`config.mk`:
```
export PLATFORM = sky130hd
export DESIGN_NAME = bus_protocol_master
export DESIGN_NICKNAME = d
export VERILOG_FILES = /design/src/rtl/bus_protocol_master.sv
export SDC_FILE = /design/constraint.sdc
export NUM_CORES = 1
export LEC_CHECK = 0
export BUFFER_PORTS_ARGS = -buffer_cell sky130_fd_sc_hd__buf_4
export CAP_MARGIN = 20
export CORE_ASPECT_RATIO = 0.75
export CORE_MARGIN = 1
export CORE_UTILIZATION = 45
export CTS_CLUSTER_SIZE = 24
export DETAILED_ROUTE_END_ITERATION = 10
export PLACE_DENSITY_LB_ADDON = 0.3
export SETUP_SLACK_MARGIN = 0.2
export SYNTH_ARGS = -nofsm -noshare
export SYNTH_HDL_FRONTEND = slang
export SYNTH_SLANG_ARGS = --single-unit
```
`constraint.sdc`:
```
create_clock -name clk -period 5.7 [get_ports clk]
set_clock_uncertainty 0.1 [all_clocks]
set_input_delay 0.285 -clock clk [delete_from_list [all_inputs] [get_ports clk]]
set_output_delay 0.285 -clock clk [all_outputs]
set_load 0.02 [all_outputs]
```
`src/rtl/bus_protocol_master.sv`:
```
// Byte FIFO feeding a valid/ack bus master with a 2..4 cycle valid window.
// Optional RETRY_LIMIT_EN: drop a byte after 3 consecutive timeouts (drop_err).
module bus_protocol_master #(
  parameter int DEPTH = 4
) (
  input  logic       clk,
  input  logic       reset,
  input  logic       wr_en,
  input  logic [7:0] wr_data,
  output logic       full,
  input  logic       dAck,
  output logic       dValid,
  output logic [7:0] data,
  output logic       done,
`ifdef RETRY_LIMIT_EN
  output logic       drop_err,
`endif
  output logic       timeout
);

  localparam int AW = (DEPTH > 1) ? $clog2(DEPTH) : 1;
  localparam logic [AW:0] CNT_FULL = (AW+1)'(DEPTH);

  localparam logic [1:0] IDLE  = 2'd0;
  localparam logic [1:0] VALID = 2'd1;
  localparam logic [1:0] GAP   = 2'd2;

  logic [1:0]    state;
  logic [2:0]    k;
  logic          pend;
  logic [7:0]    mem [DEPTH];
  logic [AW-1:0] wp;
  logic [AW-1:0] rp;
  logic [AW:0]   cnt;
  logic          push;
  logic          pop;
  logic          ack_end;
  logic          to_end;
  logic          drop;

  assign full    = (cnt == CNT_FULL);
  assign dValid  = (state == VALID);
  assign push    = wr_en & ~full;
  assign ack_end = dValid & (k >= 3'd2) & (dAck | pend);
  assign to_end  = dValid & (k == 3'd4) & ~ack_end;
  assign pop     = ack_end | drop;

`ifdef RETRY_LIMIT_EN
  logic [1:0] tcnt;

  assign drop = to_end & (tcnt == 2'd2);

  always_ff @(posedge clk or posedge reset) begin
    if (reset) begin
      tcnt     <= 2'd0;
      drop_err <= 1'b0;
    end else begin
      drop_err <= drop;
      if (pop)
        tcnt <= 2'd0;
      else if (to_end)
        tcnt <= tcnt + 2'd1;
    end
  end
`else
  assign drop = 1'b0;
`endif

  // Storage needs no reset: it is only read while cnt is non-zero.
  always_ff @(posedge clk) begin
    if (push)
      mem[wp] <= wr_data;
  end

  always_ff @(posedge clk or posedge reset) begin
    if (reset) begin
      wp  <= '0;
      rp  <= '0;
      cnt <= '0;
    end else begin
      if (push)
        wp <= wp + 1'b1;
      if (pop)
        rp <= rp + 1'b1;
      if (push && !pop)
        cnt <= cnt + 1'b1;
      else if (pop && !push)
        cnt <= cnt - 1'b1;
    end
  end

  always_ff @(posedge clk or posedge reset) begin
    if (reset) begin
      state   <= IDLE;
      k       <= 3'd0;
      pend    <= 1'b0;
      data    <= 8'h00;
      done    <= 1'b0;
      timeout <= 1'b0;
    end else begin
      done    <= ack_end;
      timeout <= to_end;
      unique case (1'b1)
        (state == VALID): begin
          if (ack_end || to_end) begin
            state <= GAP;
            k     <= 3'd0;
            pend  <= 1'b0;
          end else begin
            k <= k + 3'd1;
            // an ack in the first cycle is held until cycle 2 ends
            if (k == 3'd1 && dAck)
              pend <= 1'b1;
          end
        end
        (state == IDLE),
        (state == GAP): begin
          if (cnt != '0) begin
            state <= VALID;
            k     <= 3'd1;
            pend  <= 1'b0;
            data  <= mem[rp];
          end else begin
            state <= IDLE;
          end
        end
        default: begin
          state <= IDLE;
          k     <= 3'd0;
          pend  <= 1'b0;
        end
      endcase
    end
  end

endmodule

```
### After elaboration in Yosys (flattened, before gate mapping)

Memory sizes are Yosys's and may differ from the RTL's. A register that Yosys moved wholly into a read port is not among the register bits.
Cells that the tools add are included.
W data, S select, Z words.

* register bits: 15
* bits in writable memories: 32
* output and inout bits: 12
* logic and storage cells: 57
* memories: 1

Memories
* mem: words 4, width 8, read ports 1, clocked after memory_dff 1, write ports 1, line 31 `logic [7:0] mem [DEPTH];`

* add/subtract/negate cells: 5
* $lt $le $gt $ge: 1
* equal/unequal tests: 8
* multiplexer cells: 14
* bitwise logic cells: 8
* reduce and logical (&&, ||, !) cells: 12

Operator list (number)
* $mux W3: 4
* $add A3 B1 Y3 const B: 2
* $eq A3 B3 Y1 const B: 2
* $mux W1: 6
* $pmux W3 S2: 1
* $and A1 B1 Y1: 5
* $add A2 B1 Y2 const B: 2
* $pmux W2 S2: 1
* $reduce_and A2 Y1: 2
* $eq A3 B1 Y1 const B: 1
* $ge A3 B2 Y1 const B: 1
* $logic_and A1 B1 Y1: 3
* $ne A3 B1 Y1 const B: 1
* $reduce_bool A3 Y1: 1
* $sub A3 B1 Y3 const B: 1
* $eq A2 B1 Y1 const B: 1
* $eq A2 B2 Y1 const B: 1
* $logic_not A1 Y1: 2
* $logic_not A2 Y1: 1
* $mux W2: 1
* $ne A2 B1 Y1 const B: 1
* $ne A2 B2 Y1 const B: 1
* $not A1 Y1: 2
* $pmux W1 S2: 1
* other kinds (4): 4

### Depth between registers and ports, before layout

Gate-level depths: netlist of run 1.

* depth after elaboration: 8
* depth in mapped cells: 9

### Worst setup path after synthesis of run 1

No wires, ideal clock.

* path kind: register to register
* from: reg cnt[0]
* to: reg cnt[1]
* library setup time: 0.125 ns
* data arrival time: 1.993 ns
* data required time: 5.475 ns
* setup slack: 3.482 ns
* cell stages (with the launch flop): 8
* path buffers: 1
* period minus slack after synthesis: 2.218 ns
* path through: dfrtp_1 > nor3b_2 > nor2b_1 > buf_2 > ha_1 > inv_1 > fa_1 > mux2_2

* word-level cells in the longest chain between the ends: 6
* elaborated cells between the ends (all ways): 11
* classes of those cells: 2 x add/sub; 1 x eq/ne; 2 x mux; 2 x bitwise; 4 x reduce/logical

RTL lines
* from (decl): line 34 `logic [AW:0] cnt;`
* from (signal assigned): line 86 `cnt <= cnt + 1'b1;`
* from (signal assigned): line 88 `cnt <= cnt - 1'b1;`
* $eq A3 B3 Y1 *: line 41 `assign full = (cnt == CNT_FULL);`
* net full: line 10 `output logic full,`
* $not A1 Y1 *: line 43 `assign push = wr_en & ~full;`
* $and A1 B1 Y1 *: line 43
* net push: line 35 `logic push;`
* $logic_not A1 Y1: line 87 `else if (pop && !push)`
* $logic_and A1 B1 Y1: line 87
* $reduce_bool A2 Y1 (no line)

The timed path passes the listed nets; every way through them passes the cells marked *. The select of a mux whose other input is x is not followed.
A chain may end at the register's enable or synchronous reset.

### Worst setup path in the final report of run 1

* from: reg cnt[2]
* to: reg cnt[2]

* word-level cells in the longest chain between the ends: 6
* elaborated cells between the ends (all ways): 11
* classes of those cells: 2 x add/sub; 1 x eq/ne; 2 x mux; 2 x bitwise; 4 x reduce/logical

RTL lines
* branches (longest 6 deep; another with $sub A3 B1 Y3)

Parallel ways; which one is timed is not known. The select of a mux whose other input is x is not followed.

==> flow_metrics.py, run 1 <==
metrics = {
    "global_routing": {
        "grt_pass1_vias": 1246,
        "grt_start_max_net_pins": 24,
        "antenna_found_initial": 0,
        "met3_usage_pct": 4.78,
        "grt_pass1_wl_um": 6380,
        "gr-usage-all-layers_pct": 16.0,
        "grt_overflow": 0,
        "met1_usage_pct": 21.1,
        "grt-busiest-layer": "met2",
        "grt.met2_usage_pct": 25.5,
    },
    "sta": {
        "tightest_slew_ps": 913,
        "worst_slack_ps": 3380,
        "layout_min_cycle_time_ps": 2320,
        "timing.fmax_mhz": 430,
        "period_share_pct": 40.8,
        "whs_ps": 75.3,
        "rsz0062_at_grt": "false",
        "hold_violations": 0,
        "slew_violations": 0,
        "tns_ps": 0,
        "setup_viol": 0,
        "relSlewSlack_pct": 39.1,
    },
    "cells_and_area": {
        "regArea_um2": 1540,
        "nets": 178,
        "layout.cells.non_filler": 218,
        "diodes": 0,
        "most-common-layout-cells": "edfxtp_1 (32), dfrtp_1 (23), buf_4 (23)",
        "fillers": 401,
        "syn2layout_area_growth_pct": 14.9,
        "final_cell_area_um2": 2650,
        "final_layout_size_suffix_gt1_share_pct": 34.8,
        "multi_input_area_um2": 707,
        "utilization_pct": 54.1,
        "final_common_cell": "edfxtp_1",
    },
    "power": {
        "irDropWorstVdd_uv": 211,
        "power.leakage_nw": 1.08,
        "powerDensity_nw_per_um2": 552,
        "power_mw": 1.46,
    },
    "yosys": {
        "netlist_area_um2": 2310,
        "synth-edff-count": 32,
        "async_flop_share_pct": 41.8,
        "synth_seq_cells": 55,
        "synth_cells": 131,
        "syn_area_per_cell_um2": 17.6,
        "ys_warn_count": 0,
        "synth_ff_type": "edfxtp_1",
        "ys_types": 34,
        "synth_nets": 152,
        "yosysSeqAreaShare_pct": 66.6,
    },
    "clock_network": {
        "h-tree-depth": 2,
        "cts_tree": "yes",
        "cts-resized-gates": 0,
        "clk_pin_slew_worst_paths_ps": 90,
        "post_cts_buffers": 0,
        "cts-buffers-inserted": 5,
        "ctsRootBufferMaster": "clkbuf_8",
        "cts_sinks": 55,
        "cts_hold_buf": 0,
        "clock_latency_ps": 300,
        "clockBufferDepth": 2,
    },
    "placed_design": {
        "post_dp_cell_area_um2": 2530,
        "hpwl_um": 2480,
        "place_inst": 210,
        "port_buffers": 23,
        "gp_routability_congestion": 0.787,
        "dpl_worst_slack_ps": 3390,
    },
    "setup_path": {
        "cp_top_family": "simple AND/OR/NAND/NOR gates",
        "end_kind": "flop",
        "worst_path_largest_cell_delay_ps": 430,
        "cp_cell_sequence": "nor3b_2 -> nor2b_1 -> ha_1 -> inv_1 -> fa_1 -> xor2_1 -> nor2_1 -> xor2_1",
        "cp_data_arrival_time_ps": 2460,
        "worst-setup-path-type": "flop to flop",
        "cpMostUsedCell": "xor2_1",
        "cpMaxStageDelayCell": "dfrtp_1",
        "start_kind": "flop",
        "cp_max_fo": 7,
        "crit_buf_inv": 1,
        "critPathRequiredTime_ps": 5830,
    },
    "detailed_routing": {
        "drt-initial-drc-count": 91,
        "wl_per_cell_um": 16.8,
        "wl_um": 3660,
        "drc": 1,
        "vias_per_cell": 5.18,
        "vias": 1130,
        "dr.pass1.iters": 9,
        "drtAntennaViolNets": 0,
    },
    "outcome": {
        "outcome": "finished with violations",
        "violations": "DRC",
    },
    "floorplanning": {
        "start_util_pct": 47.1,
        "coreArea_um2": 4900,
        "die_x_um": 84.7,
        "rows": 22,
        "ioPinCount": 24,
        "chipHeight_um": 64.0,
        "dieArea_um2": 5420,
    },
    "hold_path": {
        "hold_path.class": "input pin to asynchronous set/reset pin",
    },
    "flow_run": {
        "cap_violations": 0,
    },
}
-- final cells by class --
type	instances	area share [%]
clock inverter	2	1.46
timing repair buffer	23	6.52
tap	60	2.83
sequential	55	58.0
multi-input combinational	62	26.7
inverter	10	1.42
clock buffer	6	3.12
-- synth_stat cells, types with 2 or more instances --
master	instances	area share, %
nor3b_2	2	1.1
nor2b_1	2	0.54
and2_1	4	1.1
mux4_2	8	7.8
xnor2_1	3	1.1
buf_2	2	0.43
nor2_1	2	0.33
ha_1	8	4.3
xor2_1	3	1.1
edfxtp_1	32	42
mux2_4	8	5.2
nor3_1	2	0.43
or2_2	2	0.54
inv_1	10	1.6
nand2_1	2	0.33
dfrtp_1	23	25
-- per-layer routing --
metal  vias up  share of wire, %
met5         -                 0
met4         0               1.4
met3         7               3.6
met2        17                48
met1       577                47
li1        529                 -
-- cells by family (layout without fill, tap and decap cells) --
kind of cell / count (synthesis) / in the layout / synth area share, %
fa+ha+maj: 9 / 9 / 5.21
buf+inv: 14 / 41 / 2.71
xor+xnor: 6 / 6 / 2.28
compound gates: 7 / 7 / 2.66
simple gates: 22 / 22 / 6.51
flops: 55 / 55 / 66.6
mux: 18 / 18 / 14.0
-- power breakdown --
group,internal (mW),switching (mW)
combinational,0.291,0.250
clock,0.144,0.122
sequential,0.552,0.104
-- flip-flops by register name, indices dropped and copies added (netlist names) --
signal and count:
mem 32, data 8, cnt 3, k 3, rp 2, state 2, wp 2, done 1
pend 1, timeout 1
-- final timing paths --
path	slack, ps	from	end	depth (start not counted)
min in group clk	80	wr_data[2]	mem[3][2]$_DFFE_PP_	1
min reg2reg	420	data[4]$_DFFE_PP0P_	data[4]$_DFFE_PP0P_	1
max	3380	cnt[2]$_DFFE_PP0P_	cnt[2]$_DFFE_PP0P_	8
min	80	reset	wp[0]$_DFFE_PP0P_	2
max in group asynchronous	4870	reset	data[5]$_DFFE_PP0P_	2
max reg2reg	3380	cnt[2]$_DFFE_PP0P_	cnt[2]$_DFFE_PP0P_	8
(Power assumes the default switching activity.)
==> run 2: changes to the inputs <==
==> constraint.sdc (replaced) <==
create_clock -name clk -period 2.39 [get_ports clk]
set_clock_uncertainty 0.1 [all_clocks]
set_input_delay 0.1195 -clock clk [delete_from_list [all_inputs] [get_ports clk]]
set_output_delay 0.1195 -clock clk [all_outputs]
set_load 0.02 [all_outputs]
==> run 2 against run 1 <==
Effect of this change: sequential power up 140%; the run now ends clean; combinational power rose to 2.6 times the previous value; total power up 140%; non-clock buffer count up 13.
==> flow_metrics.py, run 2 (synthesized netlist as in run 1, its figures left out) <==
metrics = {
    "clock_network": {
        "clockBufferDepth": 2,
        "h-tree-depth": 2,
        "cts_tree": "yes",
        "clk_pin_slew_worst_paths_ps": 90,
        "cts_sinks": 55,
        "cts-buffers-inserted": 5,
        "ctsRootBufferMaster": "clkbuf_8",
        "clock_latency_ps": 300,
    },
    "power": {
        "power.leakage_nw": 1.13,
        "irDropWorstVdd_uv": 413,
        "powerDensity_nw_per_um2": 1260,
    },
    "cells_and_area": {
        "fillers": 371,
        "final_layout_size_suffix_gt1_share_pct": 36.8,
        "syn2layout_area_growth_pct": 20.2,
        "nets": 191,
        "layout.cells.non_filler": 231,
        "final_common_cell": "edfxtp_1",
        "largest_reg_flops": 32,
        "diodes": 0,
        "most-common-layout-cells": "edfxtp_1 (32), buf_4 (27), dfrtp_1 (21)",
        "largestRegisters": "mem: 32 flops, data: 8 flops",
        "largest_register": "mem",
    },
    "floorplanning": {
        "start_util_pct": 47.1,
        "chipHeight_um": 64.0,
        "ioPinCount": 24,
        "dieArea_um2": 5420,
        "coreArea_um2": 4900,
        "rows": 22,
        "die_x_um": 84.7,
    },
    "sta": {
        "relSlewSlack_pct": 38.6,
        "slew_violations": 0,
        "hold_violations": 0,
        "setup_viol": 0,
        "rsz0062_at_grt": "false",
        "layout_min_cycle_time_ps": 2070,
        "period_share_pct": 86.4,
        "tns_ps": 0,
        "tightest_slew_ps": 920,
        "timing.fmax_mhz": 484,
    },
    "detailed_routing": {
        "vias": 1219,
        "wl_per_cell_um": 16.5,
        "vias_per_cell": 5.28,
        "dr.pass1.iters": 6,
        "wl_um": 3820,
        "drt-initial-drc-count": 95,
        "drc": 0,
        "drtAntennaViolNets": 0,
    },
    "setup_path": {
        "r2r_cells": 8,
        "cp-startpoint": "k[1]$_DFFE_PP0P_",
        "regToRegStartpoint": "k[1]$_DFFE_PP0P_",
        "cp-endpoint": "cnt[2]$_DFFE_PP0P_",
        "worst-setup-path-type": "flop to flop",
        "start_kind": "flop",
        "reg2reg_to": "cnt[2]$_DFFE_PP0P_",
        "r2r_slack_ps": 320,
        "cp_max_fo": 4,
        "end_kind": "flop",
        "cp_data_arrival_time_ps": 2180,
        "critPathRequiredTime_ps": 2510,
    },
    "placed_design": {
        "hpwl_um": 2540,
        "place_inst": 212,
        "port_buffers": 23,
        "gp_routability_congestion": 0.860,
    },
    "global_routing": {
        "grt_pass1_wl_um": 6290,
        "grt_start_max_net_pins": 24,
        "gr-usage-all-layers_pct": 15.5,
        "grt_overflow": 0,
        "grt_pass1_vias": 1257,
        "antenna_found_initial": 0,
    },
    "outcome": {
        "outcome": "complete, no violations",
    },
    "flow_run": {
        "cap_violations": 0,
    },
    "hold_path": {
        "hold_path.class": "input pin to flop",
        "hp-start": "dAck",
    },
}
==> run 2: cell count changes in the layout (fill, tap and decap cells not counted), sizes merged <==
cell	before	now
inv	11	10
clkinv	0	1
clkbuf	6	7
buf	23	27
dlygate4sd3	0	9
bufinv	1	0
==> run 2: per-layer routing <==
metal	vias up	part of all wire, %	GRT usage, %
li1	553	-	-
met1	625	45	21.6
met2	37	49	25.1
met3	4	4.9	4.01
met4	0	0.76	3.18
met5	-	0	0
==> run 2: worst min path at each step <==
stage	slack [ps]	cells past startpoint	to
2_1_floorplan	20	1	cnt[0]$_DFFE_PP0P_
3_3_place_gp	220	1	mem[1][7]$_DFFE_PP_
3_5_place_dp	220	1	mem[3][7]$_DFFE_PP_
4_1_cts	110	4	pend$_DFFE_PP0P_
5_1_grt	100	4	k[2]$_DFFE_PP0P_
6_report	110	4	k[2]$_DFFE_PP0P_
==> run 2: report_power, final <==
| group | internal (mW) | leakage, nW | switching, mW |
|---|---|---|---|
| Combinational | 0.759 | 0.512 | 0.617 |
| Sequential | 1.32 | 0.569 | 0.264 |
| Clock | 0.238 | 0.0484 | 0.286 |
| Total | 2.32 | 1.13 | 1.17 |
==> run 2: cell type report <==
type	count	area (um2)	area share (%)
Clock buffer	7	86.3	3.11
Timing Repair Buffer	36	293	10.6
Sequential cell	55	1540	55.5
Multi-Input combinational cell	62	733	26.4
Tap cell	60	75.1	2.71
Inverter	10	37.5	1.35
Clock inverter	1	8.76	0.316
==> run 2: per-stage QoR <==
stage               hold WS [ps]  utilization (%)  setup slack (ps)  cell area [um2]  total power, mW
finish                       108             56.6               324             2770             3.48
detailed placement           224             52.0               282             2550             2.93
global placement             218             52.0               360             2550             2.86
global route                98.5             56.6               194             2770             3.70
floorplan                   21.4                -               234             2310             2.53
CTS                          111             55.8               238             2740             3.46
==> run 2: repair_timing <==
action,CTS,global route
resized for setup,0,6
hold buffers,9,0
setup buffers,0,2
hold endpoints to repair,55,0
endpoints found under the setup margin,0,2
==> run 2: worst max-delay path, stage by stage (launching register included) <==
cell and delay (ps):
dfrtp_2 460, o22ai_4 220, nand2b_4 160, ha_2 190
inv_1 50, fa_1 370, xor2_1 150, nor2_1 110
xor2_1 170
